`src/rtl/memory_access_stage.sv`:
```
// Memory stage: issues loads/stores over a valid/grant/response data-memory port and registers the M/W pipeline register.
// Optional misaligned-access trap enabled by defining MEM_MISALIGN_TRAP_EN.
module memory_access_stage (
    input  logic        clk,
    input  logic        rst,
    input  logic        validM,
    input  logic        flushM,
    input  logic        regWriteM,
    input  logic        resultSrcM,
    input  logic        memWriteM,
    input  logic [2:0]  funct3M,
    input  logic [31:0] aluResultM,
    input  logic [31:0] writeDataM,
    input  logic [31:0] loadPCResultM,
    input  logic [4:0]  RDM,
    output logic        stallM,
    output logic        regWriteW,
    output logic        resultSrcW,
    output logic [31:0] loadPCResultW,
    output logic [31:0] readDataW,
    output logic [4:0]  RDW,
    output logic        misalignW,
    output logic        dm_req,
    output logic        dm_we,
    output logic [31:0] dm_addr,
    output logic [31:0] dm_wdata,
    output logic [3:0]  dm_be,
    input  logic        dm_gnt,
    input  logic        dm_rvalid,
    input  logic [31:0] dm_rdata
);
    // Handshake: dm_req with stable fields until dm_gnt; one dm_rvalid per granted load.
    typedef enum logic [1:0] {IDLE, REQ, WAIT_RESP} state_t;

    state_t      state_q, state_d;
    logic [31:0] addr_q, addr_d, wdata_q, wdata_d, lpc_q, lpc_d;
    logic [2:0]  f3_q, f3_d;
    logic [4:0]  rd_q, rd_d;
    logic        we_q, we_d, reg_write_q, reg_write_d, result_src_q, result_src_d;
    logic        kill_q, kill_d;

    logic        rw_w_q, rw_w_d, rs_w_q, rs_w_d, mis_w_q, mis_w_d;
    logic [31:0] lpc_w_q, lpc_w_d, read_w_q, read_w_d;
    logic [4:0]  rd_w_q, rd_w_d;

    logic        mem_op, misalign, issue, stall, complete;
    logic [31:0] cur_addr, cur_wdata;
    logic [2:0]  cur_f3;

    function automatic logic [3:0] lane_be(input logic [2:0] f3, input logic [1:0] off);
        case (f3)
            3'b000:  lane_be = 4'b0001 << off;
            3'b001:  lane_be = 4'b0011 << {off[1], 1'b0};
            default: lane_be = 4'b1111;
        endcase
    endfunction

    function automatic logic [31:0] lane_wdata(input logic [2:0] f3, input logic [31:0] d);
        case (f3)
            3'b000:  lane_wdata = {4{d[7:0]}};
            3'b001:  lane_wdata = {2{d[15:0]}};
            default: lane_wdata = d;
        endcase
    endfunction

    function automatic logic [31:0] load_extract(input logic [2:0] f3, input logic [1:0] off,
                                                 input logic [31:0] word);
        logic [7:0]  b;
        logic [15:0] h;
        b = 8'(word >> {off, 3'b000});
        h = 16'(word >> {off[1], 4'b0000});
        case (f3)
            3'b000:  load_extract = {{24{b[7]}}, b};
            3'b100:  load_extract = {24'b0, b};
            3'b001:  load_extract = {{16{h[15]}}, h};
            3'b101:  load_extract = {16'b0, h};
            default: load_extract = word;
        endcase
    endfunction

    assign mem_op = validM & (resultSrcM | memWriteM);
`ifdef MEM_MISALIGN_TRAP_EN
    // Size is funct3[1:0]: 00 byte, 01 half, 1x word.
    assign misalign = mem_op & ~flushM &
                      (((funct3M[1:0] == 2'b01) & aluResultM[0]) |
                       (funct3M[1] & (aluResultM[1:0] != 2'b00)));
`else
    assign misalign = 1'b0;
`endif
    assign issue = mem_op & ~flushM & ~misalign;

    // In IDLE the request is built straight from M; afterwards from the latched copy.
    assign cur_addr  = (state_q == IDLE) ? aluResultM : addr_q;
    assign cur_f3    = (state_q == IDLE) ? funct3M    : f3_q;
    assign cur_wdata = (state_q == IDLE) ? writeDataM : wdata_q;

    assign dm_we    = (state_q == IDLE) ? memWriteM : we_q;
    assign dm_addr  = {cur_addr[31:2], 2'b00};
    assign dm_be    = lane_be(cur_f3, cur_addr[1:0]);
    assign dm_wdata = lane_wdata(cur_f3, cur_wdata);
    assign stallM   = stall;

    always_comb begin
        state_d      = state_q;
        addr_d       = addr_q;
        f3_d         = f3_q;
        wdata_d      = wdata_q;
        we_d         = we_q;
        reg_write_d  = reg_write_q;
        result_src_d = result_src_q;
        lpc_d        = lpc_q;
        rd_d         = rd_q;
        kill_d       = kill_q;
        dm_req       = 1'b0;
        stall        = 1'b0;
        complete     = 1'b0;
        rw_w_d       = 1'b0;
        rs_w_d       = 1'b0;
        lpc_w_d      = 32'b0;
        read_w_d     = 32'b0;
        rd_w_d       = 5'b0;
        mis_w_d      = 1'b0;
        case (state_q)
            IDLE: begin
                addr_d       = aluResultM;
                f3_d         = funct3M;
                wdata_d      = writeDataM;
                we_d         = memWriteM;
                reg_write_d  = regWriteM;
                result_src_d = resultSrcM;
                lpc_d        = loadPCResultM;
                rd_d         = RDM;
                kill_d       = 1'b0;
                if (issue) begin
                    dm_req = 1'b1;
                    if (!dm_gnt) begin
                        state_d = REQ;
                        stall   = 1'b1;
                    end else if (!memWriteM) begin
                        state_d = WAIT_RESP;
                        stall   = 1'b1;
                    end
                end
                if (!stall && validM && !flushM) begin
                    rw_w_d  = regWriteM & ~misalign;
                    rs_w_d  = resultSrcM;
                    lpc_w_d = misalign ? aluResultM : loadPCResultM;
                    rd_w_d  = RDM;
                    mis_w_d = misalign;
                end
            end
            REQ: begin
                dm_req = 1'b1;
                kill_d = kill_q | flushM;
                if (!dm_gnt) begin
                    stall = 1'b1;
                end else if (we_q) begin
                    state_d  = IDLE;
                    complete = 1'b1;
                end else begin
                    state_d = WAIT_RESP;
                    stall   = 1'b1;
                end
            end
            WAIT_RESP: begin
                kill_d = kill_q | flushM;
                if (dm_rvalid) begin
                    state_d  = IDLE;
                    complete = 1'b1;
                    read_w_d = load_extract(f3_q, addr_q[1:0], dm_rdata);
                end else begin
                    stall = 1'b1;
                end
            end
            default: state_d = IDLE;
        endcase
        // A flush seen at any point of an accepted access only kills the register write.
        if (complete) begin
            rw_w_d  = reg_write_q & ~kill_d;
            rs_w_d  = result_src_q;
            lpc_w_d = lpc_q;
            rd_w_d  = rd_q;
        end
    end

    always_ff @(posedge clk) begin
        if (rst) begin
            state_q      <= IDLE;
            addr_q       <= 32'b0;
            f3_q         <= 3'b0;
            wdata_q      <= 32'b0;
            we_q         <= 1'b0;
            reg_write_q  <= 1'b0;
            result_src_q <= 1'b0;
            lpc_q        <= 32'b0;
            rd_q         <= 5'b0;
            kill_q       <= 1'b0;
            rw_w_q       <= 1'b0;
            rs_w_q       <= 1'b0;
            lpc_w_q      <= 32'b0;
            read_w_q     <= 32'b0;
            rd_w_q       <= 5'b0;
            mis_w_q      <= 1'b0;
        end else begin
            state_q      <= state_d;
            addr_q       <= addr_d;
            f3_q         <= f3_d;
            wdata_q      <= wdata_d;
            we_q         <= we_d;
            reg_write_q  <= reg_write_d;
            result_src_q <= result_src_d;
            lpc_q        <= lpc_d;
            rd_q         <= rd_d;
            kill_q       <= kill_d;
            rw_w_q       <= rw_w_d;
            rs_w_q       <= rs_w_d;
            lpc_w_q      <= lpc_w_d;
            read_w_q     <= read_w_d;
            rd_w_q       <= rd_w_d;
            mis_w_q      <= mis_w_d;
        end
    end

    assign regWriteW     = rw_w_q;
    assign resultSrcW    = rs_w_q;
    assign loadPCResultW = lpc_w_q;
    assign readDataW     = read_w_q;
    assign RDW           = rd_w_q;
    assign misalignW     = mis_w_q;
endmodule

```
`config.mk`:
```
export PLATFORM = sky130hd
export DESIGN_NAME = memory_access_stage
export DESIGN_NICKNAME = d
export VERILOG_FILES = /design/src/rtl/memory_access_stage.sv
export SDC_FILE = /design/constraint.sdc
export NUM_CORES = 1
export LEC_CHECK = 0
export CAP_MARGIN = 20
export CORE_ASPECT_RATIO = 1.1
export CORE_MARGIN = 5
export CORE_UTILIZATION = 50
export CTS_BUF_LIST = sky130_fd_sc_hd__clkbuf_4 sky130_fd_sc_hd__clkbuf_8
export DETAILED_ROUTE_END_ITERATION = 10
export PLACE_DENSITY = 0.89
export SLEW_MARGIN = 40
export SYNTH_ARGS = -nofsm -noshare
export SYNTH_HDL_FRONTEND = slang
export SYNTH_SLANG_ARGS = --single-unit
```
`constraint.sdc`:
```
create_clock -name clk -period 2.8 [get_ports clk]
set_input_delay 0.42 -clock clk [delete_from_list [all_inputs] [get_ports clk]]
set_output_delay 0.42 -clock clk [all_outputs]
set_load 0.05 [all_outputs]
```
# [Yosys cells after proc, flatten, opt, wreduce, memory -nomap -nowiden]
# Index checks and enable logic that the tools add are counted.
# Widths: inputs -> output; s select.
[totals] ff_bits=181 inputBits=145 out_inout_bits=143 wordCells=89
[classes] eq_ne=10 n_shift=4 n_mux=41 bitwise=9 reduce_logical=10
[op_table] operator="$mux 32" n=5
[op_table] operator="$pmux 32 s4" n=1
[op_table] operator="$pmux 32 s2" n=1
[op_table] operator="$shr 32x5->16" n=1
[op_table] operator="$shr 32x5->8" n=1
[op_table] operator="$mux 1" n=18
[op_table] operator="$mux 5" n=3
[op_table] operator="$mux 2" n=6
[op_table] operator="$pmux 4 s2" n=1
[op_table] operator="$eq 3x1->1 const B" n=2
[op_table] operator="$eq 3x3->1 const B" n=2
[op_table] operator="$logic_not 3->1" n=2
[op_table] operator="$ne 2x2->1 const B" n=3
[op_table] operator="$pmux 1 s2" n=3
[op_table] operator="$pmux 2 s3" n=1
[op_table] operator="$not 1->1" n=4
[op_table] operator="$reduce_and 4->1" n=1
[op_table] operator="$shl 1x2->4 const A" n=1
[op_table] operator="$shl 2x2->4 const A" n=1
[op_table] operator="$and 1x1->1" n=3
[op_table] operator="$mux 3" n=1
[op_table] operator="$ne 3x3->1 const B" n=1
[op_table] operator="$pmux 1 s3" n=1
[op_table] operator="$reduce_or 3->1" n=1
[op_table] operator="7 further kinds" n=10

# [Longest topological paths before layout]
# Gate-level depths: netlist of run 1.
[logic_depth] ltp_word=11 mapped_depth=9

# [Least setup slack after synthesis of run 1]
# Ideal clock, no wire load.
[synth_path] path_type="flip-flop to output port" startpoint="reg state_q[0]" endpoint="out dm_wdata[10]" arrival_ns=2.342 t_required_ns=2.380 path_slack_ns=0.038 path_stages_with_launch=8 cell_sequence="dfxtp_1 -> inv_1 -> ha_1 -> buf_4 -> a21oi_2 -> or2_2 -> buf_2 -> mux2i_1"
[synth_between] elab_chain_len=4
[synth_lines] element="from (decl)" line="35" text="state_t state_q, state_d;"
[synth_lines] element="from (signal assigned)" line="205" text="state_q <= state_d;"
[synth_lines] element="$logic_not 2->1 (*)" line="94, 95"
[synth_lines] element="$mux 3"
[synth_lines] element="$eq 3x1->1 / $logic_not 3->1 (equally long branches)" line="59" text="case (f3)"
[synth_lines] element="$pmux 32 s2 (*)" line="59"
[synth_lines] element="to (decl)" line="26" text="output logic [31:0] dm_wdata,"
# Every way passes the cells marked *; elsewhere a longest branch is shown, timed or not.

# [Final worst setup path of run 1]
[layout_path] startpoint="reg state_q[1]" endpoint="out dm_wdata[15]"
# Same word-level chain as after synthesis.

==> results of run 1 <==
==> power by group <==
| group | internal (mW) | switching [mW] | total, mW |
|---|---|---|---|
| logic | 1.80 | 2.38 | 4.18 |
| registers | 2.83 | 0.115 | 2.94 |
| clock network | 0.933 | 0.988 | 1.92 |
==> per-stage QoR <==
step / power, mW / utilization
final: 9.05 / 0.747
after global routing: 9.43 / 0.747
after CTS: 8.77 / 0.723
after detailed placement: 6.75 / 0.689
after global placement: 6.70 / 0.689
after floorplan: 5.46 / -
==> routing by layer <==
metal | up-vias | GRT usage
li1 | 3357 | -
met1 | 3328 | 0.282
met2 | 283 | 0.392
met3 | 47 | 0.0765
met4 | 0 | 0.0973
met5 | - | 0
==> synthesized netlist by cell type, drive strengths merged, types with 7 or more instances <==
cell,number
a211oi,12
a21oi,112
buf,72
clkbuf,31
dfxtp,181
inv,14
mux2,32
mux2i,61
nand2,115
nand2b,43
nor2,72
nor2b,39
o22ai,7
or3,39
==> registers in the layout, indices dropped and copies added, names as in the netlist <==
| register | flops |
|---|---|
| rd_q | 5 |
| loadPCResultW | 32 |
| f3_q | 3 |
| we_q | 1 |
| regWriteW | 1 |
| lpc_q | 32 |
| resultSrcW | 1 |
| addr_q | 32 |
| readDataW | 32 |
| state_q | 2 |
| wdata_q | 32 |
| RDW | 5 |
| reg_write_q | 1 |
| result_src_q | 1 |
| kill_q | 1 |
==> worst max-delay path, cell delays in order (launching register included) <==
cell and delay (ns):
sky130_fd_sc_hd__dfxtp_2 0.37, sky130_fd_sc_hd__inv_2 0.06, sky130_fd_sc_hd__ha_4 0.21, sky130_fd_sc_hd__buf_6 0.14
sky130_fd_sc_hd__nor3_4 0.17, sky130_fd_sc_hd__a21oi_2 0.07, sky130_fd_sc_hd__or2_4 0.30, sky130_fd_sc_hd__buf_12 0.15
sky130_fd_sc_hd__mux2i_4 0.21, sky130_fd_sc_hd__buf_12 0.17
==> layout make-up <==
cell class | instances | area [µm²] | area share
multi-input combinational | 580 | 3880 | 0.335
sequential | 181 | 3630 | 0.313
timing repair buffer | 312 | 3340 | 0.288
tap | 200 | 250 | 0.0216
clock buffer | 18 | 248 | 0.0214
clock inverter | 14 | 183 | 0.0158
inverter | 14 | 52.6 | 0.00454
==> layout by cell type (no fill, tap or decap), types with 31 or more instances in the layout <==
cell type | netlist | layout
sky130_fd_sc_hd__a21oi_1 | 111 | 104
sky130_fd_sc_hd__buf_12 | 0 | 35
sky130_fd_sc_hd__buf_4 | 47 | 59
sky130_fd_sc_hd__clkdlybuf4s50_1 | 0 | 214
sky130_fd_sc_hd__dfxtp_1 | 181 | 179
sky130_fd_sc_hd__mux2_2 | 32 | 31
sky130_fd_sc_hd__mux2i_1 | 61 | 36
sky130_fd_sc_hd__nand2_1 | 115 | 115
sky130_fd_sc_hd__nand2b_1 | 43 | 43
sky130_fd_sc_hd__nor2_1 | 72 | 72
sky130_fd_sc_hd__nor2b_1 | 39 | 39
sky130_fd_sc_hd__or3_1 | 39 | 39
==> how the worst max path moves through the flow <==
stage	from	endpoint	slack, ns	cells after the start
floorplan	state_q[0]	dm_wdata[10]	0.04	7
global placement	funct3M[0]	dm_wdata[24]	0.36	7
detailed placement	funct3M[1]	dm_wdata[10]	0.36	6
CTS	state_q[0]	dm_wdata[14]	-0.03	8
global route	state_q[0]	dm_wdata[29]	-0.05	8
finish	state_q[1]	dm_wdata[15]	0.08	9
==> cells by family after synthesis <==
logic type | after synthesis | synth area share
other | 1 | 0.000480
DFF | 181 | 0.464
and+or+nand+nor | 322 | 0.197
adders and majority gates | 4 | 0.00641
muxes | 94 | 0.127
AOI/OAI and AO/OA | 157 | 0.119
buffers and inverters | 118 | 0.0856
==> what timing repair did <==
item                                   CTS  global route
pin swaps                                1             2
endpoints found under the hold margin    0             0
resized for setup                       21            52
setup endpoints to repair               28            31
setup buffers                            3             9
==> impl_summary.log, run 1 <==
[metrics] status: finished, final reports clean
[metrics] non-filler instance count after layout: 1319
[metrics] synthesized flop and latch total: 181
[metrics] Core Rows: 48
[metrics] overall via count from detail_route: 7015
[metrics] layout-stage area growth over the synthesis result: 48.4%
[metrics] cell area power density: 781 nW/µm²
[metrics] diode insertion count for antenna repair: 0
[metrics] worst slack at placement: 0.365 ns
[metrics] maximum number of pins on one net before global-route repair: 151
[metrics] fraction of the yosys area taken by sequential cells: 0.464
[metrics] part of the cycle the worst path needs: 0.972
[metrics] worst voltage drop across the vdd grid: 758 µV
[metrics] fillers: 1023
[metrics] sum of negative setup slack: 0 ns
[metrics] number of enable-type register cells in the synthesized netlist: 0
[metrics] dominant cells by area after synthesis: sky130_fd_sc_hd__dfxtp_1, sky130_fd_sc_hd__mux2i_1, sky130_fd_sc_hd__a21oi_1, sky130_fd_sc_hd__nand2_1, sky130_fd_sc_hd__mux2_2
[metrics] initial antenna violation count: 0
[metrics] hold path startpoint: lpc_q[1]
[metrics] Core ar.: 15500 µm²
[metrics] wire length per cell after detailed routing: 17.6 µm
[metrics] IO buf count: 284
[metrics] wire length on met2: 11.8 mm
[metrics] final worst slack: 0.0798 ns
[metrics] top layer used by detailed routing: met4
[metrics] CTS Root Buffer Type: sky130_fd_sc_hd__clkbuf_8
[metrics] drt drc: 0
[metrics] final clock skew: 0.0111 ns
[metrics] CTS tree: done
[metrics] post-route cell area: 11600 µm²
[metrics] Max-Cap Viols: 0
[metrics] final antenna-violating net count: 0
[metrics] worst hold path endpoint: loadPCResultW[1]
[metrics] pins over their slew limit: 0
[metrics] overall die width: 129 µm
[metrics] number of buffers between clock root and the deepest sink: 2
[metrics] Max H-tree Level: 4
[metrics] post-CTS clock slew at the launch and capture registers of the worst setup and hold paths: 0.10 ns
[metrics] cells on worst reg2reg path: 6
[metrics] remaining global-route overflow: 0
[metrics] area after detailed placement: 10700 µm²
[metrics] number of placed instances with taps included: 1275
[metrics] Top Ports: 288
[metrics] worst hold slack across all endpoints: 0.451 ns
[metrics] Worst-Skew Late Latency: 0.44 ns
[metrics] Worst slew margin: 0.549
[metrics] transition time at the pin with the least slew margin: 0.677 ns
[metrics] CP Launch Type: flip-flop
[metrics] count of TritonRoute iterations in the first routing pass: 5
[metrics] Avg Vias per Cell: 5.32
[metrics] final hold viol count: 0
[metrics] share of the synthesized area in the top cell type: 0.464
[metrics] routed wire length on met3: 1.92 mm
[metrics] post-route minimum period: 2.72 ns
[metrics] arrival time worst endpoint: 2.30 ns
[metrics] capturing element type of the critical path: output pin
[metrics] cell depth of the worst min-delay path: 2
[metrics] most instantiated flip-flop cell in the synthesis netlist: sky130_fd_sc_hd__dfxtp_1
[metrics] Die Y: 141 µm
[metrics] number of DRC violations after detailed-routing iteration 0: 544
[metrics] synthesized area divided by synthesized cell count: 8.90 µm²
[metrics] maximum clock frequency: 368 MHz
[metrics] startpoint-to-endpoint class of the critical path: flip-flop to output pin
[metrics] Warnings, synthesis: 0
[metrics] total leakage power: 4.72 nW
[metrics] CP max FO: 8
[metrics] library cell with the largest summed area after synthesis: sky130_fd_sc_hd__dfxtp_1
[metrics] Setup Viol. Count Final: 0
[metrics] share of post-route cells with drive strength above 1: 0.185
[metrics] endpoint of the worst register-to-register path: loadPCResultW[12]
[metrics] Register-to-Register Setup Slack: 0.92 ns
[metrics] detailed placer's ending HPWL: 15.6 mm
[metrics] kind of path behind the tightest hold check: flip-flop to flip-flop
[metrics] Reg-to-Reg Start: state_q[0]
[metrics] post-synthesis cell area: 7800 µm²
[metrics] hold buffer count at CTS: 0
[metrics] placer's final routability congestion estimate: 0.911
[metrics] area of the die: 18200 µm²
[metrics] total CTS buffers: 17
[metrics] first-pass GRT wire length: 34.5 mm
[metrics] starting density of the core: 0.504
[metrics] # clock sinks: 181
[metrics] Synth async-reset ratio: 0
[metrics] vias in the first global route: 6779
[metrics] Final Routed Wirelength: 23.2 mm
[metrics] GRT Total Usage: 0.237
[metrics] nets@finish: 1255
[metrics] required time worst endpoint: 2.38 ns
[metrics] number of library cell types mapped by synthesis: 44
[metrics] Post-Synthesis Cells: 877
[metrics] met1 wire length: 8.73 mm
Note: power is estimated with default switching activity, not from simulation.
==> run 2: changes to the inputs <==
--- a/config.mk
+++ b/config.mk
@@ -12,6 +12,7 @@
 export CTS_BUF_LIST = sky130_fd_sc_hd__clkbuf_4 sky130_fd_sc_hd__clkbuf_8
 export DETAILED_ROUTE_END_ITERATION = 10
 export PLACE_DENSITY = 0.89
+export SETUP_SLACK_MARGIN = 0.02
 export SLEW_MARGIN = 40
 export SYNTH_ARGS = -nofsm -noshare
 export SYNTH_HDL_FRONTEND = slang
==> impl_summary.log, run 2 (synthesized netlist as in run 1, its figures left out) <==
[metrics] arrival time worst endpoint: 2.28 ns (-0.02 ns)
[metrics] Core Rows: 48 (unchanged)
[metrics] cells traversed along the worst timing path: inv_2 > ha_4 > mux2_4 > or2_4 > buf_12 > mux2i_4 > buf_12
[metrics] placer's final routability congestion estimate: 0.911 (unchanged)
[metrics] number of DRC violations after detailed-routing iteration 0: 518 (-4.8%)
[metrics] Avg Vias per Cell: 5.26 (-1.1%)
[metrics] met1 wire length: 8.61 mm (-1.4%)
[metrics] top layer used by detailed routing: met4
[metrics] CP max FO: 8 (unchanged)
[metrics] Largest delay share family, worst path: multiplexers
[metrics] count of TritonRoute iterations in the first routing pass: 5 (unchanged)
[metrics] transition time at the pin with the least slew margin: 0.657 ns (-0.0200 ns)
[metrics] # clock sinks: 181 (unchanged)
[metrics] cell area power density: 780 nW/µm² (-0.20%)
[metrics] routed wire length on met3: 1.87 mm (-2.5%)
[metrics] Top Ports: 288 (unchanged)
[metrics] first-pass GRT wire length: 34.4 mm (-0.28%)
[metrics] pins over their slew limit: 0 (unchanged)
[metrics] wire length per cell after detailed routing: 17.3 µm (-1.6%)
[metrics] part of the cycle the worst path needs: 0.964 (-0.00744)
[metrics] share of post-route cells with drive strength above 1: 0.184 (-0.000894)
[metrics] Worst-Skew Late Latency: 0.45 ns (about the same)
[metrics] starting density of the core: 0.504 (unchanged)
[metrics] CTS Root Buffer Type: sky130_fd_sc_hd__clkbuf_8
[metrics] total leakage power: 4.72 nW (about the same)
[metrics] buffers plus inverters on the worst setup path: 3 (-1)
[metrics] nets@finish: 1255 (unchanged)
[metrics] required time worst endpoint: 2.38 ns (about the same)
[metrics] CP Launch Type: flip-flop
[metrics] initial antenna violation count: 0 (unchanged)
[metrics] capturing element type of the critical path: output pin
[metrics] Max H-tree Level: 4 (unchanged)
[metrics] hold path startpoint: lpc_q[28]
[metrics] most common cell after layout, fill and taps aside: sky130_fd_sc_hd__clkdlybuf4s50_1
[metrics] final clock skew: 0.0137 ns (+0.00253 ns)
[metrics] cell mode on critical path: sky130_fd_sc_hd__buf_12
[metrics] area of the die: 18200 µm² (unchanged)
[metrics] post-CTS clock slew at the launch and capture registers of the worst setup and hold paths: 0.09 ns (about the same)
[metrics] Setup Viol. Count Final: 0 (unchanged)
[metrics] final hold viol count: 0 (unchanged)
[metrics] final antenna-violating net count: 0 (unchanged)
[metrics] hold buffer count at CTS: 0 (unchanged)
[metrics] overall die width: 129 µm (unchanged)
[metrics] Final Routed Wirelength: 22.8 mm (-1.6%)
[metrics] Reg-to-Reg Start: state_q[1]
[metrics] detailed placer's ending HPWL: 15.6 mm (unchanged)
[metrics] total power: 9.02 mW (-0.28%)
[metrics] wire length on met2: 11.6 mm (-2.2%)
[metrics] GRT Total Usage: 0.236 (-0.000493)
[metrics] Die Y: 141 µm (unchanged)
[metrics] status: finished, final reports clean
[metrics] number of buffers between clock root and the deepest sink: 2 (unchanged)
[metrics] drt drc: 0 (unchanged)
[metrics] total CTS buffers: 17 (unchanged)
[metrics] peak per-stage delay on the critical path: 0.35 ns (-0.02 ns)
[metrics] CP startpoint: state_q[1]
[metrics] commonest non-fill, non-tap cells in the layout: sky130_fd_sc_hd__clkdlybuf4s50_1, sky130_fd_sc_hd__dfxtp_1, sky130_fd_sc_hd__nand2_1, sky130_fd_sc_hd__a21oi_1, sky130_fd_sc_hd__nor2_1
[metrics] slowest cell on the critical path: sky130_fd_sc_hd__dfxtp_2
[metrics] CTS tree: done
[metrics] post-route minimum period: 2.70 ns (-0.0208 ns)
[metrics] overall via count from detail_route: 6940 (-1.1%)
[metrics] vias in the first global route: 6773 (-0.089%)
[metrics] layout-stage area growth over the synthesis result: 48.3% (about the same)
[metrics] maximum number of pins on one net before global-route repair: 151 (unchanged)
[metrics] Core ar.: 15500 µm² (unchanged)
[metrics] Max-Cap Viols: 0 (unchanged)
[metrics] remaining global-route overflow: 0 (unchanged)
[metrics] final core area utilization: 0.747 (about the same)
[metrics] kind of path behind the tightest hold check: flip-flop to flip-flop
[metrics] IO buf count: 284 (unchanged)
[metrics] diode insertion count for antenna repair: 0 (unchanged)
[metrics] worst voltage drop across the vdd grid: 774 µV (+2.1%)
[metrics] maximum clock frequency: 370 MHz (+0.77%)
[metrics] Worst slew margin: 0.562 (+0.0133)
[metrics] startpoint-to-endpoint class of the critical path: flip-flop to output pin
run 2: tightest hold or removal path: cells and delay by family (launching register included):
| family | cells | cell delay [ns] |
|---|---|---|
| AOI/OAI and AO/OA | 1 | 0.05 |
| DFF | 1 | 0.32 |
| and+or+nand+nor | 1 | 0.05 |
run 2: repair_timing:
action	in CTS	in global routing
gates resized for setup	22	48
pin swaps	1	3
setup endpoints to repair	28	30
buffers inserted	3	9
run 2: path summary, 6_finish.rpt:
check                 endpoint  slack [ns]  cells past startpoint
max               dm_wdata[15]        0.10                      7
min          loadPCResultW[28]        0.45                      2
max reg2reg  loadPCResultW[12]        0.92                      6
min reg2reg  loadPCResultW[28]        0.45                      2
run 2: per-stage QoR:
stage,setup WS [ns],std cells,setup TNS [ns],hold WS [ns],cell area [µm²]
after global routing,-0.0233,1319,-0.102,0.454,11600
after global placement,0.364,1275,0,0.437,10700
after CTS,-0.0218,1310,-0.215,0.451,11200
after floorplan,0.0378,879,0,0.432,7810
after detailed placement,0.365,1275,0,0.444,10700
final,0.101,1319,0,0.452,11600
run 2: power by group:
| part | internal (mW) | switching (mW) |
|---|---|---|
| sequential | 2.83 | 0.114 |
| clock | 0.933 | 0.989 |
| combinational | 1.79 | 2.37 |
run 2: cell type report:
cell class,instances,area [µm²]
inverters,14,52.6
multi-input cells,580,3880
well taps,200,250
repair buffers,312,3330
clock inverters,14,183
fillers,1025,3920
clock buffers,18,248
flip-flops and latches,181,3630
run 2: routing by layer:
layer	up-vias	track usage
met1	3269	0.280
met5	-	0
met3	49	0.0762
met2	270	0.394
li1	3352	-
met4	0	0.0945
==> run 3: changes to the inputs <==
--- a/config.mk
+++ b/config.mk
@@ -10,6 +10,7 @@
 export CORE_MARGIN = 5
 export CORE_UTILIZATION = 50
 export CTS_BUF_LIST = sky130_fd_sc_hd__clkbuf_4 sky130_fd_sc_hd__clkbuf_8
+export CTS_CLUSTER_SIZE = 14
 export DETAILED_ROUTE_END_ITERATION = 10
 export PLACE_DENSITY = 0.89
 export SETUP_SLACK_MARGIN = 0.02
==> results of run 3 <==
The final DEF is identical to that of run 2; final timing and power are the same.
==> RTL change: new RTL, config.mk and constraints of run 3 <==
Make the reset (`rst`) asynchronous in one clocked block.
--- a/src/rtl/memory_access_stage.sv
+++ b/src/rtl/memory_access_stage.sv
@@ -183,7 +183,7 @@
         end
     end
 
-    always_ff @(posedge clk) begin
+    always_ff @(posedge clk or posedge rst) begin
         if (rst) begin
             state_q      <= IDLE;
             addr_q       <= 32'b0;
Function: differs if rst is asserted again (counterexample within 4 cycles, from zero or initial values and one cycle with rst high); with rst held inactive, the same outputs for 4 cycles.
==> RTL change against run 3 <==
Wire length grew 5.2%; final area grew 0.78%; non-clock buffer count grew 3; area after synthesis grew 3.6%; global-route usage grew 0.62 points; largest cell class is now sequential cells; via count shrank 4.6%; worst setup slack lost 84 ps; sequential cell count is the same.
Power is not compared: it rests on default switching activity, and its combinational part moved more than twofold at a synthesized area within 25%.
==> RTL change: results (changes against run 3) <==
Logic synthesis
  – Post-synthesis adder-cell area fraction: 0.619% (was 0.641%)
  – Synth top area cells: dfrtp_1 (56%), mux2_2 (7.9%), nand2_1 (5.4%) (was dfxtp_1 (46%), mux2i_1 (7.8%), a21oi_1 (7.1%))
  – Synth Area in Compound Gates: 13.6% (was 11.9%)
  – Asr flop ratio synth: 100% (was 0%)
  – Post-synthesis mux area share: 12.4% (was 12.7%)
  – Sequential area share after synthesis: 56.0% (was 46.4%)
  – Synth unique cells: 42 (was 44)

Placement
  – Setup WS pre-CTS: 292 ps (was 365 ps)
  – Routability congestion estimate: 0.898 (was 0.911)
  – Post-DP Area: 11,000 µm² (was 10,700 µm²)
  – HPWL after DPL: 17.0 mm (was 15.6 mm)

Routing
  – Vias/cell: 5.41 (was 5.26)
  – First-pass DRT Iterations: 7 (was 5)
  – Drt wl/cell: 19.6 µm (was 17.3 µm)
  – WL met1: 9.01 mm (was 8.61 mm)
  – Routed via count: 6,622 (was 6,940)
  – Met2 wire len: 12.1 mm (was 11.6 mm)
  – Met3 routed WL: 1.70 mm (was 1.87 mm)
  – Initial DRC Count: 529 (was 518)

Setup path
  – Cell family with most CP delay: buffers and inverters (was multiplexers)
  – Register-to-register setup slack: 600 ps (was 920 ps)
  – Slowest stage cell on the critical path: dfrtp_1 (was dfxtp_2)
  – CP max stage delay: 400 ps (was 350 ps)
  – Critical-path maximum fanout: 5 (was 8)

Global route
  – Total GRT Usage: 24.2% (was 23.6%)
  – GR met2 Demand/Resource: 41.1% (was 39.4%)
  – First-pass GRT wire length: 36.6 mm (was 34.4 mm)
  – Met1 global-route usage: 29.2% (was 28.0%)
  – M3 GR Usage: 5.74% (was 7.62%)

Layout
  – Fillers: 1,056 (was 1,025)
  – Clock-cell share: 3.41% (was 3.72%)
  – Invs w/o clock: 85 (was 14)
  – Footprint of the multi-input gates: 2900 µm² (was 3880 µm²)
  – Seq area share: 38.8% (was 31.3%)
  – Total Nets Final: 1,161 (was 1,255)
  – Non-clock buffer total of the final layout: 315 (was 312)
  – Share of cells above drive strength 1: 22.1% (was 18.4%)
  – Multi-input gate count: 412 (was 580)
  – Layout area overhead: 44.2% (was 48.3%)

Worst hold path
  – Hold WC Path Type: input pin to asynchronous set/reset pin (was register to register)

Clock network
  – Resize count post-CTS: 9 (was 22)
  – Post-CTS setup buffer count: 4 (was 3)

Outcome
  – Run status: finished, final reports clean (unchanged)

STA
  – Fin worst setup slack: 16.7 ps (was 101 ps)
RTL change: cell types whose count changed after synthesis, moves of 39 or more:
| cell | change |
|---|---|
| o21ai_0 | +79 |
| nand2b_1 | -40 |
| o31ai_1 | +40 |
| dfxtp_1 | -181 |
| a21oi_1 | -89 |
| or3_1 | -39 |
| inv_1 | +70 |
| nor2_1 | -68 |
| dfrtp_1 | +181 |
RTL change: report_power, final:
part,switching (mW),internal [mW]
sequential,0.505,3.65
combinational,6.31,3.81
clock,0.966,0.828
RTL change: worst min path at each step:
stage | start | endpoint | slack [ps] | cells past startpoint
floorplan | rd_q[0] | RDW[0] | 450 | 2
global placement | lpc_q[9] | loadPCResultW[9] | 450 | 2
detailed placement | lpc_q[11] | loadPCResultW[11] | 470 | 2
CTS | rst | readDataW[8] | 470 | 3
global route | rd_q[1] | RDW[1] | 510 | 2
finish | rst | readDataW[4] | 470 | 3
